<file path="config.mk">
export PLATFORM = sky130hd
export DESIGN_NAME = bram_wr
export DESIGN_NICKNAME = d
export VERILOG_FILES = /design/src/rtl/bram_wr.sv
export SDC_FILE = /design/constraint.sdc
export NUM_CORES = 1
export LEC_CHECK = 0
export ABC_AREA = 1
export ABC_CLOCK_PERIOD_IN_PS = 1800
export BUFFER_PORTS_ARGS = -buffer_cell sky130_fd_sc_hd__clkbuf_2
export CAP_MARGIN = 20
export CELL_PAD_IN_SITES_DETAIL_PLACEMENT = 1
export CELL_PAD_IN_SITES_GLOBAL_PLACEMENT = 2
export CORE_MARGIN = 4
export CORE_UTILIZATION = 28
export DETAILED_ROUTE_END_ITERATION = 10
export PLACE_DENSITY_LB_ADDON = 0.1
export SETUP_SLACK_MARGIN = 0.1
export SLEW_MARGIN = 15
export SYNTH_ARGS = -nofsm -noshare
export SYNTH_HDL_FRONTEND = slang
export SYNTH_SLANG_ARGS = --single-unit
</file>
<file path="constraint.sdc">
create_clock -name clk -period 1.8 [get_ports clk]
set_input_delay 0.18 -clock clk [delete_from_list [all_inputs] [get_ports clk]]
set_output_delay 0.18 -clock clk [all_outputs]
set_load 0.05 [all_outputs]
</file>
<file path="src/rtl/bram_wr.sv">
// Packs pairs of 16-bit samples into 32-bit words and writes a burst of them into a BRAM port.
// Latency: the BRAM write occurs one cycle after the high-half sample is accepted, so peak throughput is 2 samples per 3 cycles.
// Backpressure: din_ready is high only while waiting for a low or high half; a din_valid gap stalls the block with no side effects.
module bram_wr #(
   parameter int unsigned DEPTH_WORDS = 2048,
   parameter logic [31:0] BASE_ADDR   = 32'h0000_0000
) (
   input  logic        clk,
   input  logic        rst,
   input  logic        start_wr,
   input  logic [11:0] wr_len,
   input  logic [15:0] din,
   input  logic        din_valid,
   output logic        din_ready,
   output logic        busy,
   output logic        done,
   output logic        ram_clk,
   output logic        ram_en,
   output logic [3:0]  ram_we,
   output logic [31:0] ram_addr,
   output logic [31:0] ram_wr_data,
   output logic        ram_rst
);

   // Index covers 0..DEPTH_WORDS-1; the length must also hold DEPTH_WORDS itself.
   localparam int IW = (DEPTH_WORDS > 1) ? $clog2(DEPTH_WORDS) : 1;
   localparam int LW = $clog2(DEPTH_WORDS + 1);

   typedef enum logic [2:0] {
      IDLE  = 3'd0,
      LO    = 3'd1,
      HI    = 3'd2,
      WRITE = 3'd3,
      DONE  = 3'd4
   } state_t;

   state_t        state_q, state_d;
   logic [IW-1:0] idx_q, idx_d;
   logic [LW-1:0] len_q, len_d;
   logic [31:0]   pack_q, pack_d;
   logic [31:0]   addr_q, addr_d;
   logic [31:0]   data_q, data_d;

   // State and datapath registers, cleared by the synchronous reset.
   always_ff @(posedge clk) begin
      if (rst) begin
         state_q <= IDLE;
         idx_q   <= '0;
         len_q   <= '0;
         pack_q  <= '0;
         addr_q  <= '0;
         data_q  <= '0;
      end else begin
         state_q <= state_d;
         idx_q   <= idx_d;
         len_q   <= len_d;
         pack_q  <= pack_d;
         addr_q  <= addr_d;
         data_q  <= data_d;
      end
   end

   // Next-state logic; address and data are loaded on the high-half accept so
   // they are already stable in WRITE and simply hold afterwards.
   always_comb begin
      state_d = state_q;
      idx_d   = idx_q;
      len_d   = len_q;
      pack_d  = pack_q;
      addr_d  = addr_q;
      data_d  = data_q;
      case (state_q)
         IDLE: begin
            if (start_wr && (wr_len != 12'd0)) begin
               // Clip oversize requests so the index can never wrap the BRAM.
               if (32'(wr_len) > DEPTH_WORDS) begin
                  len_d = LW'(DEPTH_WORDS);
               end else begin
                  len_d = LW'(wr_len);
               end
               idx_d   = '0;
               state_d = LO;
            end
         end
         LO: begin
            if (din_valid) begin
               pack_d[15:0] = din;
               state_d      = HI;
            end
         end
         HI: begin
            if (din_valid) begin
               pack_d[31:16] = din;
               data_d        = {din, pack_q[15:0]};
               addr_d        = BASE_ADDR + (32'(idx_q) << 2);
               state_d       = WRITE;
            end
         end
         WRITE: begin
            idx_d = idx_q + IW'(1);
            if ((32'(idx_q) + 32'd1) == 32'(len_q)) begin
               state_d = DONE;
            end else begin
               state_d = LO;
            end
         end
         DONE: begin
            state_d = IDLE;
         end
         default: begin
            state_d = IDLE;
         end
      endcase
   end

   // Status and strobes are decoded from state and forced low while reset is held.
   always_comb begin
      din_ready = ((state_q == LO) || (state_q == HI)) && !rst;
      busy      = ((state_q == LO) || (state_q == HI) || (state_q == WRITE)) && !rst;
      done      = (state_q == DONE) && !rst;
      ram_en    = (state_q == WRITE) && !rst;
      ram_we    = {4{ram_en}};
   end

   assign ram_clk     = clk;
   assign ram_rst     = 1'b0;
   assign ram_addr    = addr_q;
   assign ram_wr_data = data_q;

endmodule

</file>
==> Yosys cells after proc, flatten, opt, wreduce, memory -nomap -nowiden <==
Cells that the tools add are included.
{ "classes": {"n_mux": 8, "reduce_logical": 16, "addsub": 2, "n_mul": 0, "n_eq_ne": 8, "magnitude_cmp": 1, "bitwise": 0, "n_shift": 0, "div": 0} }
{ "op_table": {"columns": ["cell", "count"], "rows": [
  ["$pmux 11 s2", 1],
  ["$add 11x1->12 const B", 1],
  ["$eq 12x12->1", 1],
  ["$gt 12x12->1 const B", 1],
  ["$mux 12", 1],
  ["$mux 3", 4],
  ["$pmux 3 s4", 1],
  ["$reduce_bool 12->1", 1],
  ["$add 11x1->11 const B", 1],
  ["$mux 11", 1],
  ["$reduce_and 2->1", 4],
  ["$eq 3x2->1 const B", 2],
  ["$ne 2x2->1 const B", 3],
  ["$logic_and 1x1->1", 5],
  ["$eq 3x1->1 const B", 1],
  ["$eq 3x3->1 const B", 1],
  ["$logic_not 3->1", 1],
  ["$reduce_and 3->1", 1],
  ["$logic_or 1x1->1", 2],
  ["$reduce_bool 2->1", 1],
  ["$logic_not 1->1", 1]
]} }
{ "totals": {"n_memories": 0, "ram_bits": 0, "mem_bits_ro": 0, "ff_bits": 85, "word_cells": 41, "latchBits": 0} }

==> Longest topological paths before layout <==
Gate-level depths: netlist (run 1).
{ "logic_depth": {"word_depth": 4, "mapped_depth": 14, "depth_no_buf": 14} }

==> results of run 1 <==
==> registers in the layout (all words and copies together) (netlist names) <==
name and count:
pack_q 16, state_q 3, len_q 12, idx_q 11, ram_wr_data 32, ram_addr 11
==> repair_timing <==
item / CTS / global route
hold buffers: 0 / 0
buffers inserted: 1 / 4
pin swaps: 1 / 10
gates resized for setup: 22 / 18
endpoints found under the setup margin: 25 / 26
==> per-layer routing <==
metal  vias up  track usage
li1       1840            -
met1      1663        0.205
met2        67        0.237
met3        11       0.0347
met4         0       0.0503
met5         -            0
==> final timing paths <==
kind | slack (ns) | start | to | cells past startpoint
setup / recovery | 0.09 | state_q[0]$_SDFFE_PP0P_ | busy | 7
hold / removal | 0.08 | din[9] | pack_q[9]$_SDFFE_PP0P_ | 3
setup reg to reg | 0.11 | idx_q[0]$_SDFFE_PP0P_ | state_q[2]$_SDFFE_PP0P_ | 13
hold reg to reg | 0.48 | pack_q[10]$_SDFFE_PP0P_ | ram_wr_data[10]$_SDFFE_PP0P_ | 2
==> critical path, stage by stage (launching register included) <==
cell and delay [ns]:
dfxtp_2 0.38, inv_1 0.11, nor2_4 0.12, nand2_1 0.10, nand2_2 0.09, inv_1 0.06, o21ai_1 0.13, clkbuf_8 0.20
==> metrics by stage <==
stage	setup WS (ns)	hold slack [ns]	total power, uW	util
after detailed placement	-0.0123	0.428	3680	0.326
after global placement	0.000978	0.428	3670	0.326
after CTS	0.0450	0.0728	5940	0.359
final	0.0925	0.0780	5900	0.365
after floorplan	0.0692	0.315	3360	-
after global routing	-0.0216	0.0865	6220	0.365
==> final cells by class <==
type	count	share of cell area
multi-input cells	382	0.372
flip-flops and latches	85	0.354
repair buffers	99	0.123
clock buffers	11	0.0482
well taps	176	0.0454
inverters	42	0.0338
clock inverters	6	0.0242
==> power by group <==
group	switching, uW	internal (uW)
clock	906	1390
combinational	1040	363
sequential	118	2090
==> placed cells by master, fill, tap and decap left out, drive strengths merged, types with 2 or more instances in the layout <==
master and n:
dfxtp 85, a21oi 30, nand3 31, o21ai 64, conb 22, a211oi 11, nor3 2, bufinv 3
clkbuf 92, buf 18, nand2 80, inv 41, clkinv 2, nor2 135, clkinvlp 2
==> logic make-up (layout without fill, tap and decap cells) <==
family / count (synthesis) / in the layout / share of synthesized area
AND/OR/NAND/NOR: 250 / 250 / 0.277
adder cells (fa/ha/maj): 1 / 1 / 0.00329
AO/OA/AOI/OAI: 109 / 109 / 0.154
buffers and inverters: 91 / 158 / 0.118
flip-flops: 85 / 85 / 0.447
other: 1 / 22 / 0.000985
==> results.sh, run 1 <==
export IMPL_top_layer="met4"
export IMPL_tns_ns=0
export IMPL_io_buffers=83
export IMPL_antenna_left=0
export IMPL_layout_nets=653
export IMPL_grt_pass1_wl_mm=19.3
export IMPL_ys_flop_type="dfxtp_1"
export IMPL_core_area_um2=13300
export IMPL_regArea_um2=1720
export IMPL_clock_root_buffer="clkbuf_16"
export IMPL_required_ns=1.62
export IMPL_yosys_area_top_type_share=0.447
export IMPL_io_pins=106
export IMPL_clkTransAtPathRegs_ns=0.07
export IMPL_fp_dieH_um=125
export IMPL_worst_clock_skew_ns=0.00592
export IMPL_place_area_um2=4340
export IMPL_finalHoldViolations=0
export IMPL_netlist_area_um2=3810
export IMPL_grt_pass1_vias=3747
export IMPL_setup_viol=0
export IMPL_yosysUniqueCellTypes=27
export IMPL_ys_seq_area_frac=0.447
export IMPL_grt_max_degree=65
export IMPL_antenna_found_initial=0
export IMPL_final_area_um2=4850
export IMPL_avgSynthCellArea_um2=7.09
export IMPL_rsz0062_at_grt="yes"
export IMPL_maxCapViolCount=0
export IMPL_hpwl_mm=8.21
export IMPL_grt_use_total=0.151
export IMPL_place_gp_congestion=0.828
export IMPL_peakVddDrop_mv=0.523
export IMPL_syn_to_final_growth_pct=27.4
export IMPL_multi_input_area_um2=1800
export IMPL_endpoint_kind="primary output"
export IMPL_ys_warn_count=0
export IMPL_stdcell_count=801
export IMPL_dp_cells=780
export IMPL_syn_inst=537
export IMPL_wl_met1_mm=5.80
export IMPL_synth_top_cells_by_area="dfxtp_1 45%, nor2_1 12%, o21ai_0 8.4%, nand2_1 7.6%, buf_4 5.3%"
export IMPL_yosysTopAreaCell="dfxtp_1"
export IMPL_wl_per_cell_um=14.5
export IMPL_fillers=1672
export IMPL_crit_type="reg -> out"
export IMPL_via_per_inst=4.47
export IMPL_met3WireLength_um=466
export IMPL_cts_buffer_depth=2
export IMPL_cts_buffers=9
export IMPL_cp_max_fo=4
export IMPL_vias=3581
export IMPL_period_share=0.949
export IMPL_min_path_type="in -> reg"
export IMPL_synth_edf_count=0
export IMPL_clkLatencyLatePin_ns=0.34
export IMPL_std_cell_rows=42
export IMPL_yosysMostFrequentCell="nor2_1"
export IMPL_slew_headroom=0.606
export IMPL_drt_iter0_markers=119
export IMPL_slew_violations=0
export IMPL_die_area_um2=15500
export IMPL_drc=0
export IMPL_met2_length_mm=5.16
export IMPL_async_flop_share=0
export IMPL_max_slew_worst_pin_slew_ns=0.591
export IMPL_critPathArrivalTime_ns=1.53
export IMPL_die_w_um=125
export IMPL_drive_gt1_frac=0.240
export IMPL_routed_wl_mm=11.6
export IMPL_leakagePower_uw=0.00228
export IMPL_fmax_mhz=586
export IMPL_grt_overflow_total=0
export IMPL_period_minus_slack_ns=1.71
export IMPL_start_util=0.286
export IMPL_cts_tree="built"
export IMPL_ys_top_cells_by_count="126 x nor2_1, 85 x dfxtp_1, 77 x nand2_1, 64 x o21ai_0, 39 x inv_1"
export IMPL_ys_ff_latch=85
export IMPL_antenna_cells=0
export IMPL_powerDensity_nw_per_um2=1220
export IMPL_htreeDepth=3
export IMPL_critPathLaunchType="flip-flop"
export IMPL_first_pass_iters=4
export IMPL_outcome="finished, final reports clean"
Note: power is estimated with default switching activity, not from simulation.
==> run 2: changes to the inputs <==
Settings changed: CTS_BUF_LIST set to sky130_fd_sc_hd__clkbuf_16.
==> run 2 against run 1 <==
Non-clock buffer count grew 26. Clock skew hardly changed. Critical endpoint is now din_ready. Combinational power grew 11%. Setup slack got worse by 0.018 ns. Core utilization up 2.4 points. Sequential cell count stayed put. First-iteration DRC count shrank 1.7%. Sequential power is essentially flat. Via count is 3.5% higher. Register-to-register slack about the same. Highest routed layer unchanged.
==> results.sh, run 2 (synthesized netlist as in run 1, its figures left out) <==
export IMPL_outcome="finished, final reports clean"
export IMPL_multi_input_area_um2=1830
export IMPL_slew_headroom=0.606
export IMPL_antenna_left=0
export IMPL_setup_viol=0
export IMPL_crit_type="reg -> out"
export IMPL_total_power_uw=5950
export IMPL_period_share=0.959
export IMPL_core_area_um2=13300
export IMPL_grt_overflow_total=0
export IMPL_hold_worst_slack_ns=0.0398
export IMPL_hpwl_mm=8.21
export IMPL_drt_iter0_markers=117
export IMPL_powerDensity_nw_per_um2=1150
export IMPL_grt_pass1_vias=3881
export IMPL_cp_max_fo=3
export IMPL_finalHoldViolations=0
export IMPL_required_ns=1.62
export IMPL_leakagePower_uw=0.00243
export IMPL_startpoint="state_q[2]$_SDFFE_PP0P_"
export IMPL_cts_tree="built"
export IMPL_via_per_inst=4.47
export IMPL_first_pass_iters=4
export IMPL_io_pins=106
export IMPL_rsz0062_at_grt="yes"
export IMPL_regArea_um2=1720
export IMPL_antenna_cells=0
export IMPL_drc=0
export IMPL_critPathArrivalTime_ns=1.55
export IMPL_min_path_type="in -> reg"
export IMPL_io_buffers=83
export IMPL_start_util=0.286
export IMPL_die_area_um2=15500
export IMPL_place_gp_congestion=0.828
export IMPL_grt_max_degree=65
export IMPL_final_common_cell="nor2_1"
export IMPL_hp_start="wr_len[11]"
export IMPL_clkTransAtPathRegs_ns=0.07
export IMPL_drive_gt1_frac=0.260
export IMPL_routed_wl_mm=12.0
export IMPL_max_slew_worst_pin_slew_ns=0.592
export IMPL_period_minus_slack_ns=1.73
export IMPL_slew_violations=0
export IMPL_layout_nets=682
export IMPL_endpoint_kind="primary output"
export IMPL_vias=3708
export IMPL_antenna_found_initial=0
export IMPL_final_cell_mix="122 x nor2_1, 80 x dfxtp_1, 75 x clkbuf_2, 70 x nand2_1, 63 x o21ai_0"
export IMPL_r2r_start="idx_q[0]$_SDFFE_PP0P_"
export IMPL_grt_use_total=0.159
export IMPL_clkLatencyLatePin_ns=0.45
export IMPL_fillers=1649
export IMPL_peakVddDrop_mv=0.832
export IMPL_wl_per_cell_um=14.5
export IMPL_worst_clock_skew_ns=0.00636
export IMPL_fp_dieH_um=125
export IMPL_fmax_mhz=579
export IMPL_maxCapViolCount=0
export IMPL_grt_pass1_wl_mm=19.9
export IMPL_die_w_um=125
export IMPL_std_cell_rows=42
export IMPL_largest_reg_flops=32
export IMPL_critPathLaunchType="flip-flop"
export IMPL_syn_to_final_growth_pct=35.9
run 2: final timing paths:
path,slack [ns],endpoint,depth (start not counted)
hold reg to reg,0.48,ram_wr_data[2]$_SDFFE_PP0P_,2
setup reg to reg,0.11,state_q[2]$_SDFFE_PP0P_,13
hold / removal,0.04,len_q[11]$_SDFFE_PP0P_,3
setup / recovery,0.07,din_ready,6
run 2: power by group:
group	switching, uW	leakage [uW]	internal, uW
Sequential	118	0.000695	2090
Clock	952	0.000169	1240
Combinational	1080	0.00156	473
run 2: worst max-delay path, cell delays in order (launching register included):
cell      delay, ns
dfxtp_1        0.36
nor2_4         0.18
nand2_2        0.09
nand2_2        0.08
inv_2          0.05
nor2_1         0.13
clkbuf_8       0.20
run 2: layer usage:
metal	vias to the layer above	global-route usage	routed length, um
met5	-	0	0
met4	0	0.0767	189
met3	12	0.0347	491
met2	69	0.247	5460
met1	1726	0.208	5880
li1	1901	-	-
run 2: area by class of cell:
| cell class | count | area share |
|---|---|---|
| Sequential cell | 85 | 0.332 |
| Inverter | 42 | 0.0322 |
| Tap cell | 176 | 0.0426 |
| Clock inverter | 7 | 0.00943 |
| Multi-Input combinational cell | 382 | 0.354 |
| Timing Repair Buffer | 125 | 0.171 |
| Clock buffer | 13 | 0.0590 |
run 2: per-stage QoR:
step | setup TNS (ns) | worst slack, ns | area, um^2 | util | cells
6_report | 0 | 0.0741 | 5170 | 0.389 | 830
5_1_grt | -0.0278 | -0.0252 | 5170 | 0.389 | 830
4_1_cts | 0 | 0.0469 | 5070 | 0.382 | 824
3_5_place_dp | -0.0123 | -0.0123 | 4340 | 0.326 | 780
3_3_place_gp | 0 | 0.000978 | 4340 | 0.326 | 780
2_1_floorplan | 0 | 0.0692 | 3900 | - | 558
run 2: repair_timing:
action | CTS | global route
buffers inserted | 9 | 6
pin swaps | 8 | 15
hold buffers | 16 | 0
resized for setup | 39 | 22
endpoints found under the setup margin | 26 | 27
endpoints found under the hold margin | 32 | 0
==> run 3: changes to the inputs <==
Settings changed: RECOVER_POWER set to 50.
==> run 3 against run 2 <==
Maximum frequency down 0.18%. Non-clock buffer count did not move. Total power is 0.38% lower. Setup slack got worse by 0.0031 ns. Worst hold slack about the same.
==> results.sh, run 3 (synthesized netlist as in run 1, its figures left out) <==
export IMPL_antenna_found_initial=0
export IMPL_fmax_mhz=578
export IMPL_critPathArrivalTime_ns=1.55
export IMPL_grt_overflow_total=0
export IMPL_crit_type="reg -> out"
export IMPL_fp_dieH_um=125
export IMPL_drc=0
export IMPL_start_util=0.286
export IMPL_critPathLaunchType="flip-flop"
export IMPL_critPathTopFamily="simple AND/OR/NAND/NOR gates"
export IMPL_worst_path_buf_inv=2
export IMPL_clkTransAtPathRegs_ns=0.07
export IMPL_finalHoldViolations=0
export IMPL_wl_per_cell_um=14.5
export IMPL_seqPwrFrac=0.372
export IMPL_fillers=1665
export IMPL_layout_nets=682
export IMPL_regArea_um2=1720
export IMPL_whs_path_depth=3
export IMPL_endpoint_kind="primary output"
export IMPL_rsz0062_at_grt="yes"
export IMPL_clkLatencyLatePin_ns=0.45
export IMPL_worst_clock_skew_ns=0.00792
export IMPL_multi_input_area_um2=1830
export IMPL_final_cell_mix="122 x nor2_1, 80 x dfxtp_1, 70 x nand2_1, 63 x o21ai_0, 44 x clkbuf_1"
export IMPL_routed_wl_mm=12.0
export IMPL_place_gp_congestion=0.828
export IMPL_grt_pass1_vias=3881
export IMPL_outcome="finished, final reports clean"
export IMPL_required_ns=1.62
export IMPL_cp_max_fo=3
export IMPL_grt_max_degree=65
export IMPL_powerDensity_nw_per_um2=1160
export IMPL_core_area_um2=13300
export IMPL_r2r_worst_path_cells=13
export IMPL_max_stage_delay_ns=0.36
export IMPL_peakVddDrop_mv=0.831
export IMPL_switching_power_uw=2150
export IMPL_grt_use_total=0.159
export IMPL_final_area_um2=5120
export IMPL_tns_ns=0
export IMPL_syn_to_final_growth_pct=34.4
export IMPL_io_pins=106
export IMPL_clkPwrFrac=0.370
export IMPL_setup_viol=0
export IMPL_place_area_um2=4340
export IMPL_slew_headroom=0.574
export IMPL_crit_slowest_cell="dfxtp_1"
export IMPL_via_per_inst=4.47
export IMPL_period_minus_slack_ns=1.73
export IMPL_max_slew_worst_pin_slew_ns=0.641
export IMPL_grt_pass1_wl_mm=19.9
export IMPL_cp_depth=6
export IMPL_hold_worst_slack_ns=0.0400
export IMPL_period_share=0.961
export IMPL_cp_common_cell="nand2_2"
export IMPL_leakagePower_uw=0.00228
export IMPL_first_pass_iters=4
export IMPL_final_common_cell="nor2_1"
export IMPL_min_path_type="in -> reg"
export IMPL_utilization=0.385
export IMPL_die_area_um2=15500
export IMPL_p_comb_frac=0.258
export IMPL_cts_tree="built"
export IMPL_antenna_cells=0
export IMPL_antenna_left=0
export IMPL_slew_violations=0
export IMPL_total_power_uw=5920
export IMPL_std_cell_rows=42
export IMPL_drt_iter0_markers=113
export IMPL_vias=3709
export IMPL_p_int_uw=3770
export IMPL_drive_gt1_frac=0.193
export IMPL_io_buffers=83
export IMPL_largest_reg_flops=32
export IMPL_maxCapViolCount=0
export IMPL_die_w_um=125
export IMPL_crit_chain="nor2_4 -> nand2_2 -> nand2_2 -> inv_2 -> nor2_1 -> clkbuf_8"
export IMPL_switching_share=0.363
export IMPL_hpwl_mm=8.21
run 3: worst paths after layout:
path	startpoint	endpoint	slack (ns)
min	wr_len[11]	len_q[11]$_SDFFE_PP0P_	0.04
max reg2reg	idx_q[0]$_SDFFE_PP0P_	state_q[2]$_SDFFE_PP0P_	0.11
max	state_q[2]$_SDFFE_PP0P_	din_ready	0.07
min reg2reg	pack_q[2]$_SDFFE_PP0P_	ram_wr_data[2]$_SDFFE_PP0P_	0.48
run 3: cell type report:
cell class	instances	area share
multi-input cells	382	0.358
repair buffers	125	0.162
clock inverters	7	0.00954
clock buffers	13	0.0597
flip-flops and latches	85	0.336
inverters	42	0.0325
well taps	176	0.0430
run 3: worst min-delay path: cells and delay by family:
family,cells,cell delay [ns]
AO/OA/AOI/OAI,1,0.05
AND/OR/NAND/NOR,1,0.10
buffers and inverters,1,0.11
run 3: what timing repair did:
action                                 4_1_cts  5_1_grt
pin swaps                                    8       15
gates cloned                                 0        0
setup buffers                                9        6
hold buffers                                16        0
endpoints found under the hold margin       32        0
resized for setup                           39       22
setup endpoints to repair                   26       27
run 3: power by group through the flow:
stage	combinational, uW	sequential, uW	clock, uW
global route	1680	2240	2340
global placement	1320	2240	105
finish	1530	2210	2190
floorplan	712	2530	120
CTS	1510	2210	2260
detailed placement	1340	2240	105
run 3: routing by layer:
metal	up-vias	routed length [um]	share of wire	track usage
li1	1903	-	-	-
met1	1721	5870	0.49	0.208
met2	73	5450	0.45	0.247
met3	12	490	0.041	0.0347
met4	0	211	0.018	0.0767
met5	-	0	0	0
run 3: through the flow:
step | std cells | setup slack, ns
global route | 830 | -0.0252
finish | 830 | 0.0710
floorplan | 558 | 0.0692
CTS | 824 | 0.0469
global placement | 780 | 0.000978
detailed placement | 780 | -0.0123
